`src/rtl/pipe_pkg.sv`:
```
// Shared types for the skid-buffered pipeline stage.
package pipe_pkg;

  // Occupancy of the stage: no beat, one beat in main, beats in main and skid.
  typedef enum logic [1:0] {
    ST_EMPTY = 2'd0,
    ST_BUSY  = 2'd1,
    ST_FULL  = 2'd2
  } skid_state_t;

endpackage

```
`src/rtl/pipe_stage_skid_sat_counter.sv`:
```
// Saturating up-counter with synchronous clear; clear wins over increment.
module sat_counter #(
  parameter int W = 16
) (
  input  logic         i_clk,
  input  logic         i_rst,
  input  logic         i_clr,
  input  logic         i_inc,
  output logic [W-1:0] o_cnt
);

  localparam logic [W-1:0] CNT_MAX = {W{1'b1}};
  localparam logic [W-1:0] CNT_ONE = {{(W-1){1'b0}}, 1'b1};

  // Count qualifying cycles, holding at all-ones instead of wrapping.
  always_ff @(posedge i_clk or posedge i_rst) begin
    if (i_rst) begin
      o_cnt <= '0;
    end else if (i_clr) begin
      o_cnt <= '0;
    end else if (i_inc && (o_cnt != CNT_MAX)) begin
      o_cnt <= o_cnt + CNT_ONE;
    end
  end

endmodule

```
`src/rtl/pipe_stage_skid.sv`:
```
// Pipeline stage register with a 2-entry skid buffer, registered ready,
// flush-to-bubble and saturating stall/bubble counters.
//
// Handshake: a beat moves upstream->stage when i_valid & o_ready on a rising
// edge, and stage->downstream when o_valid & i_ready. A valid beat stays
// stable until taken; o_ready is a register, so there is no path from
// i_ready to o_ready. The skid entry always holds the younger beat.
module pipe_stage_skid
  import pipe_pkg::*;
#(
  parameter int DATA_W     = 32,
  parameter int CTRL_W     = 11,
  parameter bit CLEAR_DATA = 1'b1,
  parameter int CNT_W      = 16
) (
  input  logic              i_clk,
  input  logic              i_rst,
  input  logic              i_flush,
  input  logic              i_valid,
  output logic              o_ready,
  input  logic [DATA_W-1:0] i_data,
  input  logic [CTRL_W-1:0] i_ctrl,
  output logic              o_valid,
  input  logic              i_ready,
  output logic [DATA_W-1:0] o_data,
  output logic [CTRL_W-1:0] o_ctrl,
  input  logic              i_cnt_clr,
  output logic [CNT_W-1:0]  o_stall_cnt,
  output logic [CNT_W-1:0]  o_bubble_cnt,
  output skid_state_t       o_dbg_state
);

  skid_state_t       state;
  logic              ready_q;
  logic [DATA_W-1:0] main_data;
  logic [CTRL_W-1:0] main_ctrl;
  logic [DATA_W-1:0] skid_data;
  logic [CTRL_W-1:0] skid_ctrl;
  logic              acc;
  logic              take;

  assign acc         = i_valid & ready_q;
  assign take        = o_valid & i_ready;
  assign o_valid     = (state != ST_EMPTY);
  assign o_ready     = ready_q;
  assign o_data      = main_data;
  assign o_ctrl      = main_ctrl;
  assign o_dbg_state = state;

  // Occupancy FSM; ready_q is low only while both entries are held.
  always_ff @(posedge i_clk or posedge i_rst) begin
    if (i_rst) begin
      state   <= ST_EMPTY;
      ready_q <= 1'b1;
    end else if (i_flush) begin
      state   <= ST_EMPTY;
      ready_q <= 1'b1;
    end else begin
      case (state)
        ST_EMPTY: begin
          if (acc) state <= ST_BUSY;
          ready_q <= 1'b1;
        end
        ST_BUSY: begin
          if (acc && !take) begin
            state   <= ST_FULL;
            ready_q <= 1'b0;
          end else if (!acc && take) begin
            state   <= ST_EMPTY;
            ready_q <= 1'b1;
          end
        end
        ST_FULL: begin
          if (take) begin
            state   <= ST_BUSY;
            ready_q <= 1'b1;
          end
        end
        default: begin
          state   <= ST_EMPTY;
          ready_q <= 1'b1;
        end
      endcase
    end
  end

  // Main register: the beat presented downstream; cleaned to a bubble when emptied.
  always_ff @(posedge i_clk or posedge i_rst) begin
    if (i_rst) begin
      main_data <= '0;
      main_ctrl <= '0;
    end else if (i_flush) begin
      main_ctrl <= '0;
      if (CLEAR_DATA) main_data <= '0;
    end else begin
      case (state)
        ST_EMPTY: begin
          if (acc) begin
            main_data <= i_data;
            main_ctrl <= i_ctrl;
          end
        end
        ST_BUSY: begin
          if (acc && take) begin
            main_data <= i_data;
            main_ctrl <= i_ctrl;
          end else if (!acc && take) begin
            main_ctrl <= '0;
            if (CLEAR_DATA) main_data <= '0;
          end
        end
        ST_FULL: begin
          if (take) begin
            main_data <= skid_data;
            main_ctrl <= skid_ctrl;
          end
        end
        default: begin
          main_ctrl <= '0;
        end
      endcase
    end
  end

  // Skid register: catches the beat accepted while downstream stalls.
  always_ff @(posedge i_clk or posedge i_rst) begin
    if (i_rst) begin
      skid_data <= '0;
      skid_ctrl <= '0;
    end else if (i_flush) begin
      skid_ctrl <= '0;
      if (CLEAR_DATA) skid_data <= '0;
    end else if ((state == ST_BUSY) && acc && !take) begin
      skid_data <= i_data;
      skid_ctrl <= i_ctrl;
    end
  end

  sat_counter #(.W(CNT_W)) u_stall_cnt (
    .i_clk (i_clk),
    .i_rst (i_rst),
    .i_clr (i_cnt_clr),
    .i_inc (o_valid & ~i_ready),
    .o_cnt (o_stall_cnt)
  );

  sat_counter #(.W(CNT_W)) u_bubble_cnt (
    .i_clk (i_clk),
    .i_rst (i_rst),
    .i_clr (i_cnt_clr),
    .i_inc (~o_valid & i_ready),
    .o_cnt (o_bubble_cnt)
  );

endmodule

```
`config.mk`:
```
export PLATFORM = sky130hd
export DESIGN_NAME = pipe_stage_skid
export DESIGN_NICKNAME = d
export VERILOG_FILES = /design/src/rtl/pipe_pkg.sv /design/src/rtl/pipe_stage_skid_sat_counter.sv /design/src/rtl/pipe_stage_skid.sv
export SDC_FILE = /design/constraint.sdc
export NUM_CORES = 1
export LEC_CHECK = 0
export CORE_MARGIN = 4
export CORE_UTILIZATION = 55
export DETAILED_ROUTE_END_ITERATION = 7
export PLACE_DENSITY_LB_ADDON = 0.08
export SETUP_SLACK_MARGIN = 0.15
export SYNTH_ARGS = -nofsm -noshare
export SYNTH_HDL_FRONTEND = slang
export SYNTH_SLANG_ARGS = --single-unit
```
`constraint.sdc`:
```
create_clock -name i_clk -period 6.07 [get_ports i_clk]
set_input_delay 1.214 -clock i_clk [delete_from_list [all_inputs] [get_ports i_clk]]
set_output_delay 1.214 -clock i_clk [all_outputs]
set_load 0.01 [all_outputs]
```
==> run_results.csv <==
group,metric,value,unit
critical_path,number_of_cells_on_the_worst_reg_to_reg_path,5,
synth,synth-edff-count,0,
die,die_width,110,um
synth,yosysWarningCount,0,
detailed_routing,routed_length_per_placed_instance,17.5,um
global_routing,grt_pass1_wl,24.8,mm
sta,finalSetupTns,0,ps
sta,tightest_slew,1290,ps
sta,post-route-min-period,3490,ps
die,floorplan.die.height,110,um
finish,flow.area_growth_from_synthesis,34.4,%
power,power.total,2.96,mW
run_status,run_status,"completed",
clock_tree,cts_buffers,17,
synth,synth.distinct_cells,54,
clock_tree,number_of_buffers_on_the_longest_clock_path,2,
synth,total_nets_after_synthesis,675,
critical_path,r2r_slack,3310,ps
finish,layout.filler_cells,684,
run,max-cap-violations,0,
sta,finalSetupViolCount,0,
global_routing,grtUsageTotal,26.4,%
sta,hold_violation_count_in_the_final_report,0,
critical_path,crit_start,"o_dbg_state[0]",
synth,syn_area,0.00569,mm^2
detailed_routing,viasPerCell,6.04,
detailed_routing,drt_first_iter_violations,416,
critical_path,critical_path.max_fanout,17,
critical_path,required,4860,ps
critical_path,critPathCaptureType,"primary output",
die,dieArea,0.0120,mm^2
place,preCtsSetupSlack,2500,ps
clock_tree,postCtsResizedCells,0,
synth,post_synth_inst_count,620,
sta,timing.slew.headroom,14.3,%
power,ir_drop,0.200,mV
sta,rsz0062_at_grt,"false",
clock_tree,tritoncts_num_sinks,121,
clock_tree,hold_buffers,0,
clock_tree,cts_tree,"yes",
die,placeableCoreArea,0.00991,mm^2
synth,syn_area_per_cell,9.17,um^2
sta,fmaxAchievable,286,MHz
global_routing,antenna_violations_before_repair,0,
synth,netlist.top_cell.by_area,"sky130_fd_sc_hd__dfrtp_1",
detailed_routing,route.vias.total,5305,
detailed_routing,drt_pre_antenna_iters,6,
synth,synth.top_cell.area_share,52.8,%
place,dp_hpwl,9.59,mm
die,ioPinCount,128,
die,start_util,57.4,%
critical_path,critPathArrivalTime,2280,ps
clock_tree,clk_latency,520,ps
critical_path,timing.critical_path.to,"o_valid",
detailed_routing,drcViolationCount,0,
clock_tree,cts_htree_levels,4,
synth,synthMostInstantiatedCell,"sky130_fd_sc_hd__nand2_1",
global_routing,grt-ovfl-total,0,
finish,layout-drive-gt1-share,7.64,%
critical_path,regToRegEndpoint,"o_data[19]",
sta,finalCritPeriodShare,57.5,%
critical_path,source_of_the_worst_register_to_register_timing_path,"o_dbg_state[0]",
synth,synth_common_cells,"sky130_fd_sc_hd__nand2_1 (142), sky130_fd_sc_hd__dfrtp_1 (120), sky130_fd_sc_hd__a21oi_1 (68), sky130_fd_sc_hd__o21ai_0 (59), sky130_fd_sc_hd__a22oi_1 (43)",
synth,post_synth_main_area_contributors,"sky130_fd_sc_hd__dfrtp_1 (53%), sky130_fd_sc_hd__nand2_1 (9.4%), sky130_fd_sc_hd__a21oi_1 (6.0%)",
clock_tree,cts_setup_buffers,0,
die,row_count,36,
sta,worst_clock_skew,4.20,ps
critical_path,setup.worst_path.start_class,"register",
synth,synth_async_sr_flop_share,100,%
finish,number_of_nets_at_the_end_of_the_flow,788,
clock_tree,root_buffer,"sky130_fd_sc_hd__clkbuf_8",
critical_path,critPathKind,"register to primary output",
synth,ys_seq_elements,121,
power,power.static_leakage,3.11,nW
place,number_of_buffers_inserted_by_port_buffering,127,
sta,fin_worst_hold_slack,474,ps
detailed_routing,aggregate_routed_wire_length,15.4,mm
global_routing,pin_count_of_the_biggest_net_entering_global_routing,81,
worst_hold_path,worstHoldPathType,"register to register",
place,routability_driven_placement_congestion_ratio,0.852,
sta,drv_slew,0,
sta,fin_ws,2580,ps
finish,n_antenna_cell,0,
power,power_density_over_the_cells,387,mW/mm^2
synth,synth-seq-area-share,53.3,%
clock_tree,clk_transition_reported_paths,60,ps
global_routing,first_global_vias,5128,
detailed_routing,ant_nets,0,
synth,synth-main-ff-cell,"sky130_fd_sc_hd__dfrtp_1",
==> stage by stage <==
stage,util [%],cell area [um^2],std cells
floorplan,-,5690,620
global placement,71.3,7060,847
detailed placement,71.3,7060,847
CTS,77.2,7650,879
global route,77.2,7650,879
finish,77.2,7650,879
==> report_power, final <==
| part | total, mW | switching (mW) | internal (mW) |
|---|---|---|---|
| Clock | 0.994 | 0.360 | 0.634 |
| Combinational | 0.907 | 0.516 | 0.390 |
| Sequential | 1.06 | 0.102 | 0.957 |
| Total | 2.96 | 0.979 | 1.98 |
==> worst max-delay path, stage by stage, from the launching register on <==
cell and delay (ps):
sky130_fd_sc_hd__dfrtp_1 430, sky130_fd_sc_hd__inv_1 120, sky130_fd_sc_hd__ha_1 490, sky130_fd_sc_hd__inv_1 160, sky130_fd_sc_hd__clkdlybuf4s50_1 550
==> logic make-up after synthesis <==
| group | after synthesis | synth area share, % |
|---|---|---|
| AO/OA/AOI/OAI | 199 | 21.3 |
| AND/OR/NAND/NOR | 238 | 19.7 |
| buffers and inverters | 51 | 3.56 |
| adder cells (fa/ha/maj) | 6 | 1.32 |
| flip-flops | 121 | 53.3 |
| XOR/XNOR | 1 | 0.154 |
| multiplexers | 4 | 0.748 |
==> flip-flops by register name (all words and copies together) (netlist names) <==
signal	cells
o_ctrl	11
o_data	32
o_dbg_state	2
o_ready	1
skid_ctrl	11
skid_data	32
u_bubble_cnt.o_cnt	16
u_stall_cnt.o_cnt	16
==> cell type report <==
class | instances | area, um^2 | area share, %
clock buffers | 20 | 435 | 5.69
clock inverters | 12 | 150 | 1.96
inverters | 10 | 40.0 | 0.524
multi-input cells | 448 | 2500 | 32.7
flip-flops and latches | 121 | 3030 | 39.6
well taps | 133 | 166 | 2.18
repair buffers | 135 | 1330 | 17.3
==> worst min path at each step <==
stage                  start            end  cells after the start  slack (ps)
2_1_floorplan  skid_ctrl[10]  skid_ctrl[10]                      2         500
3_3_place_gp      o_data[12]     o_data[12]                      2         460
3_5_place_dp      o_data[17]     o_data[17]                      2         470
4_1_cts           o_data[17]     o_data[17]                      2         480
5_1_grt           o_data[16]     o_data[16]                      2         500
6_report          o_data[17]     o_data[17]                      2         470
==> routing by layer <==
layer	part of all wire, %	GRT usage, %	vias up
met2	49	42.3	229
met3	8.3	7.63	36
met1	41	34.7	2590
li1	-	-	2450
met4	2.0	8.90	0
met5	0	0	-
==> cell usage in the layout (no fill, tap or decap), drive strengths merged, types with 2 or more instances in the layout <==
cell           Yosys  routed
a21oi             68      68
a22oi             43      43
and2               3       3
and3               5       5
and4               4       4
buf                6       9
bufinv             0       3
clkbuf            35      20
clkdlybuf4s50      0     126
clkinv             0       6
clkinvlp           0       3
dfrtp            120     120
ha                 6       6
inv               10      10
mux2               2       2
mux2i              2       2
nand2            142     142
nand2b             4       4
nand3             11      11
nand4             11      11
nor2              12      12
nor2b              4       4
nor3               9       9
nor4               6       6
o21ai             60      60
o21ba              2       2
o221ai             2       2
o31ai              8       8
o32ai              2       2
or2                2       2
or3               11      11
or3b               2       2
or4                9       9
No activity file was read; power rests on OpenSTA's default activity.
